## config.mk

```make
export PLATFORM = sky130hd
export DESIGN_NAME = mfp_ahb_interconnect
export DESIGN_NICKNAME = d
export VERILOG_FILES = /design/src/rtl/mfp_ahb_interconnect.sv
export SDC_FILE = /design/constraint.sdc
export NUM_CORES = 1
export LEC_CHECK = 0
export CAP_MARGIN = 20
export CORE_AREA = 2 2 100 102
export CTS_BUF_LIST = sky130_fd_sc_hd__clkbuf_4
export DETAILED_ROUTE_END_ITERATION = 10
export DIE_AREA = 0 0 102 104
export PLACE_DENSITY = 0.53
export SKIP_LAST_GASP = 1
export SYNTH_ARGS = -nofsm -noshare
export SYNTH_HDL_FRONTEND = slang
export SYNTH_SLANG_ARGS = --single-unit
```

## constraint.sdc

```tcl
create_clock -name HCLK -period 1.3 [get_ports HCLK]
set_input_delay 0.26 -clock HCLK [delete_from_list [all_inputs] [get_ports HCLK]]
set_output_delay 0.26 -clock HCLK [all_outputs]
set_load 0.005 [all_outputs]
```

## src/rtl/mfp_ahb_interconnect.sv

```systemverilog
// mfp_ahb_interconnect
// AHB-lite interconnect between the MIPS core master and N_SLAVES slaves.
// The address decode is combinational. The data-phase select is registered and
// drives the HRDATA/HREADY/HRESP return mux. A built-in default slave answers
// unmapped NONSEQ/SEQ transfers with a two-cycle ERROR. Decode misses are
// logged (saturating count and last address) for debug.
//
// Default-slave FSM
//   state   | meaning
//   DS_IDLE | no error response in progress
//   DS_ERR1 | first ERROR cycle: HREADY=0, HRESP=1
//   DS_ERR2 | second ERROR cycle: HREADY=1, HRESP=1
module mfp_ahb_interconnect #(
    parameter int                     N_SLAVES = 4,
    parameter logic [N_SLAVES*32-1:0] SLV_BASE = {N_SLAVES{32'h0}},
    parameter logic [N_SLAVES*32-1:0] SLV_MASK = {N_SLAVES{32'h0}},
    parameter int                     ERRCNT_W = 16
) (
    input  logic                     HCLK,
    input  logic                     HRESETn,
    input  logic [31:0]              HADDR,
    input  logic [1:0]               HTRANS,
    input  logic                     HWRITE,
    output logic [31:0]              HRDATA,
    output logic                     HREADY,
    output logic                     HRESP,
    output logic [N_SLAVES-1:0]      HSEL,
    input  logic [N_SLAVES*32-1:0]   HRDATA_S,
    input  logic [N_SLAVES-1:0]      HREADYOUT_S,
    input  logic [N_SLAVES-1:0]      HRESP_S,
    output logic [ERRCNT_W-1:0]      err_count,
    output logic [31:0]              err_addr
);

    typedef enum logic [1:0] {
        DS_IDLE = 2'd0,
        DS_ERR1 = 2'd1,
        DS_ERR2 = 2'd2
    } def_state_t;

    def_state_t            state;
    def_state_t            state_nxt;
    logic [N_SLAVES-1:0]   dec;
    logic                  dec_hit;
    logic [N_SLAVES-1:0]   sel_slv;
    logic                  sel_def;
    logic                  accept;
    logic                  miss_take;

    // The write flag and the SEQ/NONSEQ distinction do not affect routing.
    logic unused_bits;
    assign unused_bits = ^{HWRITE, HTRANS[0]};

    // Address decode: lowest-index match wins so HSEL is one-hot or zero.
    always_comb begin
        dec     = '0;
        dec_hit = 1'b0;
        for (int i = 0; i < N_SLAVES; i++) begin
            if (!dec_hit && ((HADDR & SLV_MASK[i*32 +: 32]) == SLV_BASE[i*32 +: 32])) begin
                dec[i]  = 1'b1;
                dec_hit = 1'b1;
            end
        end
    end

    assign HSEL      = dec;
    assign accept    = HREADY & HTRANS[1];
    assign miss_take = accept & ~dec_hit;

    // Data-phase select: follows the decode when a transfer completes, holds during waits.
    always_ff @(posedge HCLK or negedge HRESETn) begin
        if (!HRESETn) begin
            sel_slv <= '0;
            sel_def <= 1'b0;
        end else if (HREADY) begin
            if (HTRANS[1]) begin
                sel_slv <= dec;
                sel_def <= ~dec_hit;
            end else begin
                sel_slv <= '0;
                sel_def <= 1'b0;
            end
        end
    end

    // Default-slave state register.
    always_ff @(posedge HCLK or negedge HRESETn) begin
        if (!HRESETn) begin
            state <= DS_IDLE;
        end else begin
            state <= state_nxt;
        end
    end

    // Default-slave next state: ERR1 is always followed by ERR2; ERR2 can chain into a new miss.
    always_comb begin
        state_nxt = state;
        case (state)
            DS_IDLE: if (miss_take) state_nxt = DS_ERR1;
            DS_ERR1: state_nxt = DS_ERR2;
            DS_ERR2: state_nxt = miss_take ? DS_ERR1 : DS_IDLE;
            default: state_nxt = DS_IDLE;
        endcase
    end

    // Return mux: nothing selected gives a zero-wait OKAY with zero data.
    always_comb begin
        HRDATA = '0;
        HREADY = 1'b1;
        HRESP  = 1'b0;
        if (sel_def) begin
            HREADY = (state != DS_ERR1);
            HRESP  = (state != DS_IDLE);
        end else begin
            for (int i = 0; i < N_SLAVES; i++) begin
                if (sel_slv[i]) begin
                    HRDATA = HRDATA_S[i*32 +: 32];
                    HREADY = HREADYOUT_S[i];
                    HRESP  = HRESP_S[i];
                end
            end
        end
    end

    // Miss log: capture the address and bump the saturating counter on every accepted miss.
    always_ff @(posedge HCLK or negedge HRESETn) begin
        if (!HRESETn) begin
            err_count <= '0;
            err_addr  <= '0;
        end else if (miss_take) begin
            err_addr <= HADDR;
            if (err_count != {ERRCNT_W{1'b1}}) begin
                err_count <= err_count + 1'b1;
            end
        end
    end

endmodule

```

After elaboration in Yosys (flattened, before gate mapping)
Cells that the tools add are included.

Register bits: 4. Input port bits: 173. Word-level logic and storage cells: 14.

Multiplexer cells: 13.

Operators by type and width (count): 32-bit 2-to-1 mux (4); 1-bit 2-to-1 mux (9).

Depth between registers and ports, before layout
Gate-level depths: netlist of the first run.

Depth after elaboration: 4. Depth in mapped cells: 2.

Worst setup path before layout of the first run
Ideal clock, no wire load.

Path kind: reg2out. Start: register sel_slv[0]. End: output HRDATA[0]. Data arrival time: 0.688 ns. Data required time: 1.040 ns. Setup slack: 0.352 ns. Stages on the path, launching flop included: 3. Cells stage by stage: dfrtp_1 > clkbuf_2 > and2_1.

Cells in the longest elaborated chain, start to end: 4.

Ends and longest elaborated chain: start: declaration (line 45) `logic [N_SLAVES-1:0] sel_slv;`; start signal: assignment (line 73) `sel_slv <= '0;`; start signal: assignment (line 77) `sel_slv <= dec;`; start signal: assignment (line 80) `sel_slv <= '0;`; 32-bit 2-to-1 mux (4 in series) (line 116) `if (sel_slv[i]) begin`; end: declaration (line 24) `output logic [31:0] HRDATA,`.

No other way between the ends.

Worst setup path in the final report of the first run
Start: input HRDATA_S[21]. End: output HRDATA[21].

Cells in the longest elaborated chain, start to end: 4.

Ends and longest elaborated chain: start: declaration (line 28) `input logic [N_SLAVES*32-1:0] HRDATA_S,`; 32-bit 2-to-1 mux (4 in series) (line 116).

No other way between the ends.

==> flow_summary.yaml, run 1 <==
drt:
  drt_drc_violations_left: 0
  drtAntennaViolNets: 0
  dr.pass1.iters: 4
  wl_per_cell_um: 6.776
  drt-total-wl_um: 1992
  drt_iter0_markers: 4
  vias: 665
  vias_per_cell: 2.262
cts:
  cts_hold_buf: 0
  post_cts_buffers: 0
  insertion_delay_ns: 0
  clk_pin_slew_ns: 0
synth:
  yosys_warnings: 0
  synthCells: 93
  synthesis.area_per_instance_um2: 7.063
  synth-seq-area-share: 0.03810
  synth-seq-cells: 1
  syn_area_um2: 656.9
  yosysUniqueCellTypes: 6
timing:
  finalSetupViolCount: 0
  max_freq_mhz: 780.1
  setup_tns_ns: 0
  slew_violations: 0
  hold_violations: 0
  finalCritPeriodShare: 0.9861
  post-route-min-period_ns: 1.282
  clock_skew_ns: 0
  rsz0062_at_grt: "no"
finish:
  fillers: 1117
  largest_reg_flops: 1
  drive_gt1_frac: 0.2298
  stdcell_area_um2: 1205
  layout.nets: 336
  reg_top3: "sel_slv: 1 flops"
  final_common_cell: "conb_1"
  synthToLayoutAreaGrowth_pct: 83.43
  seq_area_um2: 25.02
  mostFrequentLayoutCells: "52 x conb_1, 34 x clkdlybuf4s50_1, 31 x and2_1"
  top_register: "sel_slv"
  multiInputGateArea_um2: 426.7
  n_antenna_cell: 0
  stdcell_count: 294
die:
  row_count: 36
  core_area_um2: 9549
  ios: 259
  dieWidth_um: 102
  start_util: 0.06879
  die_h_um: 104
  fp.dieArea_um2: 10610
power:
  powerDensity_nw_per_um2: 294.3
  ir_worst_vdd_uv: 197.0
  leakage_nw: 0.6015
  fin_total_pwr_mw: 0.3546
worst_setup_path:
  critPathLaunchType: "input port"
  worst_setup_path_end_kind: "output pin"
  cp.required_ns: 1.04
  crit_type: "input port to output pin"
  r2r_slack_ns: 0.41
  path_max_fanout: 1
  reg2reg_depth: 4
  reg2reg_to: "sel_slv[0]"
  arrival_ns: 1.02
  reg2reg_from: "sel_slv[0]"
global_route:
  grt_usage: 0.03547
  grt_pass1_wl_um: 3167
  grt_max_degree: 25
  grt_antenna_before_repair: 0
  grt_overflow: 0
  grt_pass1_vias: 625
placed_design:
  placed_area_um2: 1341
  dp_hpwl_um: 1896
  io_buffer_count: 70
  gp_congestion: 0.6248
  dp.cells: 294
run:
  max_cap_violations: 0
status:
  outcome: "finished clean"
min_path:
  hold_path.class: "input port to async pin"
==> kinds of logic after synthesis <==
group,synth area share
buffers and inverters,0.6171
AND/OR/NAND/NOR,0.3333
other,0.01143
flip-flops,0.03809
==> worst max path at each step <==
stage,from,end,slack (ns),cells after the start
2_1_floorplan,sel_slv[0],HRDATA[0],0.35,2
3_3_place_gp,HRDATA_S[2],HRDATA[2],-0.36,3
3_5_place_dp,HRDATA_S[9],HRDATA[9],-0.36,3
4_1_cts,HRDATA_S[9],HRDATA[9],-0.06,3
5_1_grt,HRDATA_S[21],HRDATA[21],0.002,3
6_report,HRDATA_S[21],HRDATA[21],0.02,3
==> metrics by stage <==
stage | util | hold slack, ns | setup slack [ns]
final | 0.1262 | 0.4089 | 0.01804
after global routing | 0.1262 | 0.4134 | 0.001937
after CTS | 0.1356 | 0.4109 | -0.05820
after detailed placement | 0.1405 | 0.4109 | -0.3551
after global placement | 0.1405 | 0.4106 | -0.3579
after floorplan | - | -0.03559 | 0.3516
==> critical path, cell delays in order <==
cell             delay [ns]
clkdlybuf4s50_1        0.45
and2_1                 0.11
clkdlybuf4s15_1        0.20
==> Yosys cell counts <==
cell      instances  share of area
buf_4            52           0.59
and2_1           33           0.31
clkbuf_2          3          0.023
conb_1            2          0.011
nand2b_1          2          0.019
dfrtp_1           1          0.038
==> power by group <==
| part | internal (mW) | total [mW] | switching (mW) |
|---|---|---|---|
| logic | 0.195 | 0.319 | 0.123 |
| registers | 0.0338 | 0.0360 | 0.00217 |
| clock network | 0 | 0 | 0 |
| total | 0.229 | 0.355 | 0.125 |
==> timing repair <==
action | CTS | global route
pin swaps | 2 | 1
setup endpoints to repair | 34 | 21
resized for setup | 92 | 23
==> metal layers <==
layer	vias to the layer above	track usage	share of wire
li1	306	-	-
met1	280	0.03686	0.31
met2	79	0.07002	0.52
met3	0	0.01344	0.17
met4	0	0	0
met5	-	0	0
==> layout make-up <==
| type | instances | area share |
|---|---|---|
| sequential | 1 | 0.02077 |
| timing repair buffer | 73 | 0.4870 |
| multi-input combinational | 87 | 0.3541 |
| tap | 133 | 0.1381 |
Note: power is estimated with default switching activity, not from simulation.
==> run 2, diff against run 1 <==
Settings changed: GPL_TIMING_DRIVEN set to 0.
==> run 2 against run 1 <==
- clock skew is the same
- global-route usage grew 0.23 points
- first-iteration DRC count grew 75%
- setup slack gained 0.0059 ns
- die area is the same
- critical path depth is the same
- power grew 32%
- flip-flop and latch count is the same
- combinational power grew 35%
- critical path type unchanged
- largest cell class unchanged
- highest routed layer is now met4
==> flow_summary.yaml, run 2 (same netlist as run 1, synthesis figures left out) <==
global_route:
  grt.busiest_layer: "met2"
  grt_overflow: 0
  grt_pass1_vias: 684
  grt_antenna_before_repair: 0
  grt_max_degree: 11
  grt_pass1_wl_um: 3394
  grt_use_met1: 0.03684
  grt_use_met2: 0.07660
  grt_usage: 0.03778
  grt_util_met3: 0.01142
drt:
  wl_per_cell_um: 6.519
  vias: 797
  dr.pass1.iters: 2
  drt_drc_violations_left: 0
  drtAntennaViolNets: 0
  drt-total-wl_um: 2262
  vias_per_cell: 2.297
  drt_iter0_markers: 7
finish:
  synthToLayoutAreaGrowth_pct: 142.5
  top_register: "sel_slv"
  drive_gt1_frac: 0.4346
  n_antenna_cell: 0
  final_common_cell: "buf_4"
  layout.nets: 389
  largest_reg_flops: 1
  reg_top3: "sel_slv: 1 flops"
  mostFrequentLayoutCells: "54 x buf_4, 52 x conb_1, 32 x clkdlybuf4s50_1"
timing:
  clock_skew_ns: 0
  holdWs_ns: 0.4111
  post-route-min-period_ns: 1.276
  hold_violations: 0
  finalCritPeriodShare: 0.9816
  max_freq_mhz: 783.6
  finalSetupViolCount: 0
  setup_tns_ns: 0
  rsz0062_at_grt: "no"
  slew_violations: 0
cts:
  insertion_delay_ns: 0
  cts_hold_buf: 0
  clk_pin_slew_ns: 0
power:
  powerDensity_nw_per_um2: 294.3
  leakage_nw: 0.8931
  ir_worst_vdd_uv: 214.9
worst_setup_path:
  arrival_ns: 1.02
  worst_setup_path_end_kind: "output pin"
  reg2reg_depth: 2
  crit_type: "input port to output pin"
  r2r_slack_ns: 0.56
  reg2reg_to: "sel_slv[0]"
  cp.required_ns: 1.04
  reg2reg_from: "sel_slv[0]"
  critPathLaunchType: "input port"
  path_max_fanout: 1
die:
  start_util: 0.06879
  core_area_um2: 9549
  die_h_um: 104
  dieWidth_um: 102
  row_count: 36
  ios: 259
  fp.dieArea_um2: 10610
placed_design:
  gp_congestion: 0.6317
  dp_hpwl_um: 2187
  io_buffer_count: 70
status:
  outcome: "finished clean"
run:
  max_cap_violations: 0
min_path:
  hold_path.class: "input port to async pin"
==> run 2: cell count changes in the layout (fill, tap and decap cells not counted), sizes merged <==
cell / before / now
buf: 15 / 67
clkdlybuf4s50: 34 / 32
dlygate4sd2: 2 / 4
dlymetal6s2s: 1 / 2
==> run 2: what timing repair did <==
action	4_1_cts	5_1_grt
endpoints found under the setup margin	34	23
gates resized for setup	96	27
pin swaps	2	1
buffers inserted	0	1
==> run 2: report_power, final <==
group	total (mW)	switching, mW	internal, mW
Clock	0	0	0
Sequential	0.0382	0.00395	0.0342
Combinational	0.431	0.141	0.290
Total	0.469	0.145	0.324
==> run 2: area by class of cell <==
| cell class | count | area [um2] |
|---|---|---|
| Fill cell | 1125 | 7956 |
| Timing Repair Buffer | 71 | 565.5 |
| Multi-Input combinational cell | 87 | 426.7 |
| Buffer | 55 | 407.9 |
| Tap cell | 133 | 166.4 |
| Sequential cell | 1 | 26.28 |
==> run 2: worst max path at each step <==
stage	endpoint	depth (start not counted)	slack, ns	from
global route	HRDATA[14]	3	0.01	HRDATA_S[14]
CTS	HRDATA[4]	3	-0.04	HRDATA_S[4]
detailed placement	HRDATA[2]	3	-0.35	HRDATA_S[2]
finish	HRDATA[14]	3	0.02	HRDATA_S[14]
floorplan	HRDATA[0]	2	0.35	sel_slv[0]
global placement	HRDATA[9]	3	-0.35	HRDATA_S[9]
==> run 2: stage by stage <==
stage                     total power, mW  instance area (um2)  setup WS, ns  instances    util
after floorplan                    0.2588                844.6        0.3516        143       -
after global placement             0.5223                 1712       -0.3509        346  0.1792
after detailed placement           0.5238                 1712       -0.3542        346  0.1792
after CTS                          0.4828                 1669      -0.03744        346  0.1748
after global routing               0.5153                 1593      0.009553        347  0.1668
final                              0.4688                 1593       0.02391        347  0.1668
==> run 2: worst max-delay path: stages <==
cell and delay [ns]:
clkdlybuf4s50_1 0.45, and2_1 0.11, clkdlybuf4s15_1 0.20
==> run 2: routing by layer <==
layer  part of all wire  wire, um  up-vias
met5                  0         0        -
met4              0.017        39        0
met1               0.31       707      298
met3               0.17       393        4
li1                   -         -      412
met2               0.50      1121       83
==> run 3, diff against run 2 <==
Settings changed: CELL_PAD_IN_SITES_DETAIL_PLACEMENT set to 0, CELL_PAD_IN_SITES_GLOBAL_PLACEMENT set to 1, PLACE_DENSITY 0.53 to 0.95.
==> run 3 against run 2 <==
- register-to-register slack better by 0.03 ns
- sequential power increased by 3%
- via count decreased by 2.9%
- die area unchanged
- power decreased by 1.9%
- clock skew is the same
- fmax down 1.2%
- worst hold slack worse by 0.0026 ns
- flip-flop and latch count unchanged
==> flow_summary.yaml, run 3 (same netlist as run 1, synthesis figures left out) <==
worst_setup_path:
  cp.required_ns: 1.04
  crit_type: "input port to output pin"
  cpPeakStageDelay_ns: 0.46
  cpLargestDelayFamily: "buffers and inverters"
  worst_setup_path_end_kind: "output pin"
  path_depth: 3
  crit_path_top_delay_cell: "clkdlybuf4s50_1"
  reg2reg_depth: 2
  path_max_fanout: 1
  arrival_ns: 1.03
  critPathLaunchType: "input port"
  path_buf_inv: 2
  path_cells: "clkdlybuf4s50_1 -> and2_1 -> clkdlybuf4s15_1"
die:
  ios: 259
  fp.dieArea_um2: 10610
  row_count: 36
  dieWidth_um: 102
  core_area_um2: 9549
  start_util: 0.06879
  die_h_um: 104
placed_design:
  dp_slack_ns: -0.3485
  placed_area_um2: 1712
  dp_hpwl_um: 1878
  dp.cells: 346
  io_buffer_count: 70
  gp_congestion: 0.7023
timing:
  max_freq_mhz: 774.5
  finalSetupViolCount: 0
  slew_violations: 0
  holdWs_ns: 0.4085
  hold_violations: 0
  finalCritPeriodShare: 0.9932
  fin_ws_ns: 0.008846
  post-route-min-period_ns: 1.291
  rsz0062_at_grt: "yes"
  clock_skew_ns: 0
drt:
  drt-total-wl_um: 1952
  dr.pass1.iters: 2
  vias_per_cell: 2.237
  drt_drc_violations_left: 0
  vias: 774
  drtAntennaViolNets: 0
  drt_iter0_markers: 1
  wl_per_cell_um: 5.642
finish:
  post-route-util: 0.1655
  synthToLayoutAreaGrowth_pct: 140.6
  top_register: "sel_slv"
  layout.nets: 388
  stdcell_area_um2: 1580
  multiInputGateArea_um2: 424.2
  drive_gt1_frac: 0.4085
  n_antenna_cell: 0
  seq_area_um2: 26.28
  fillers: 1117
  largest_reg_flops: 1
  mostFrequentLayoutCells: "52 x buf_4, 52 x conb_1, 36 x clkdlybuf4s50_1"
  reg_top3: "sel_slv: 1 flops"
  stdcell_count: 346
cts:
  cts_hold_buf: 0
  post_cts_buffers: 0
  insertion_delay_ns: 0
  clk_pin_slew_ns: 0
global_route:
  grt_overflow: 0
  grt_usage: 0.03206
  grt_antenna_before_repair: 0
  grt_pass1_wl_um: 2973
  grt_pass1_vias: 654
  grt_max_degree: 11
power:
  leakage_nw: 0.8605
  powerDensity_nw_per_um2: 291.0
  ir_worst_vdd_uv: 157.5
run:
  max_cap_violations: 0
min_path:
  hold_path.class: "input port to async pin"
status:
  outcome: "finished clean"
run 3: changes by cell type in the layout (fill, tap and decap cells not counted), moves of 4 or more:
| cell | before | now |
|---|---|---|
| clkdlybuf4s50_1 | 32 | 36 |
| dlygate4sd2_1 | 4 | 0 |
| and2_4 | 5 | 1 |
| and2_1 | 28 | 32 |
| clkdlybuf4s15_1 | 1 | 5 |
run 3: worst paths after layout:
path,endpoint,slack [ns],from
max,HRDATA[2],0.009,HRDATA_S[2]
min,sel_slv[0],0.41,HRESETn
max reg2reg,sel_slv[0],0.59,sel_slv[0]
min reg2reg,sel_slv[0],0.59,sel_slv[0]
max in group asynchronous,sel_slv[0],0.78,HRESETn
min in group HCLK,sel_slv[0],0.59,sel_slv[0]
run 3: worst register-to-register path, delay by kind of cell, from the launching register on:
kind,cells,cell delay (ns)
simple gates,2,0.14
flops,1,0.44
run 3: per-stage QoR:
| step | total power, mW | setup TNS (ns) |
|---|---|---|
| CTS | 0.4872 | -0.02568 |
| finish | 0.4599 | 0 |
| detailed placement | 0.5182 | -10.07 |
| floorplan | 0.2588 | 0 |
| global route | 0.5035 | -0.01675 |
| global placement | 0.5117 | -9.588 |
run 3: cell type report:
type / count / share of cell area
buffer: 55 / 0.2581
sequential: 1 / 0.01663
timing repair buffer: 70 / 0.3515
tap: 133 / 0.1053
multi-input combinational: 87 / 0.2684
run 3: power by group:
part	total (mW)	internal, mW	leakage [nW]	switching (mW)
Clock	0	0	0	0
Combinational	0.421	0.286	0.851	0.135
Sequential	0.0392	0.0342	0.00999	0.00497
Total	0.460	0.320	0.861	0.140
run 3: routing by layer:
metal	vias to the layer above	global-route usage	share of wire
met1	302	0.03728	0.33
met2	62	0.06438	0.56
met5	-	0	0
li1	410	-	-
met3	0	0.004032	0.11
met4	0	0	0
run 3: what timing repair did:
action	in CTS	in global routing
resized for setup	89	25
pin swaps	2	0
setup endpoints to repair	34	24
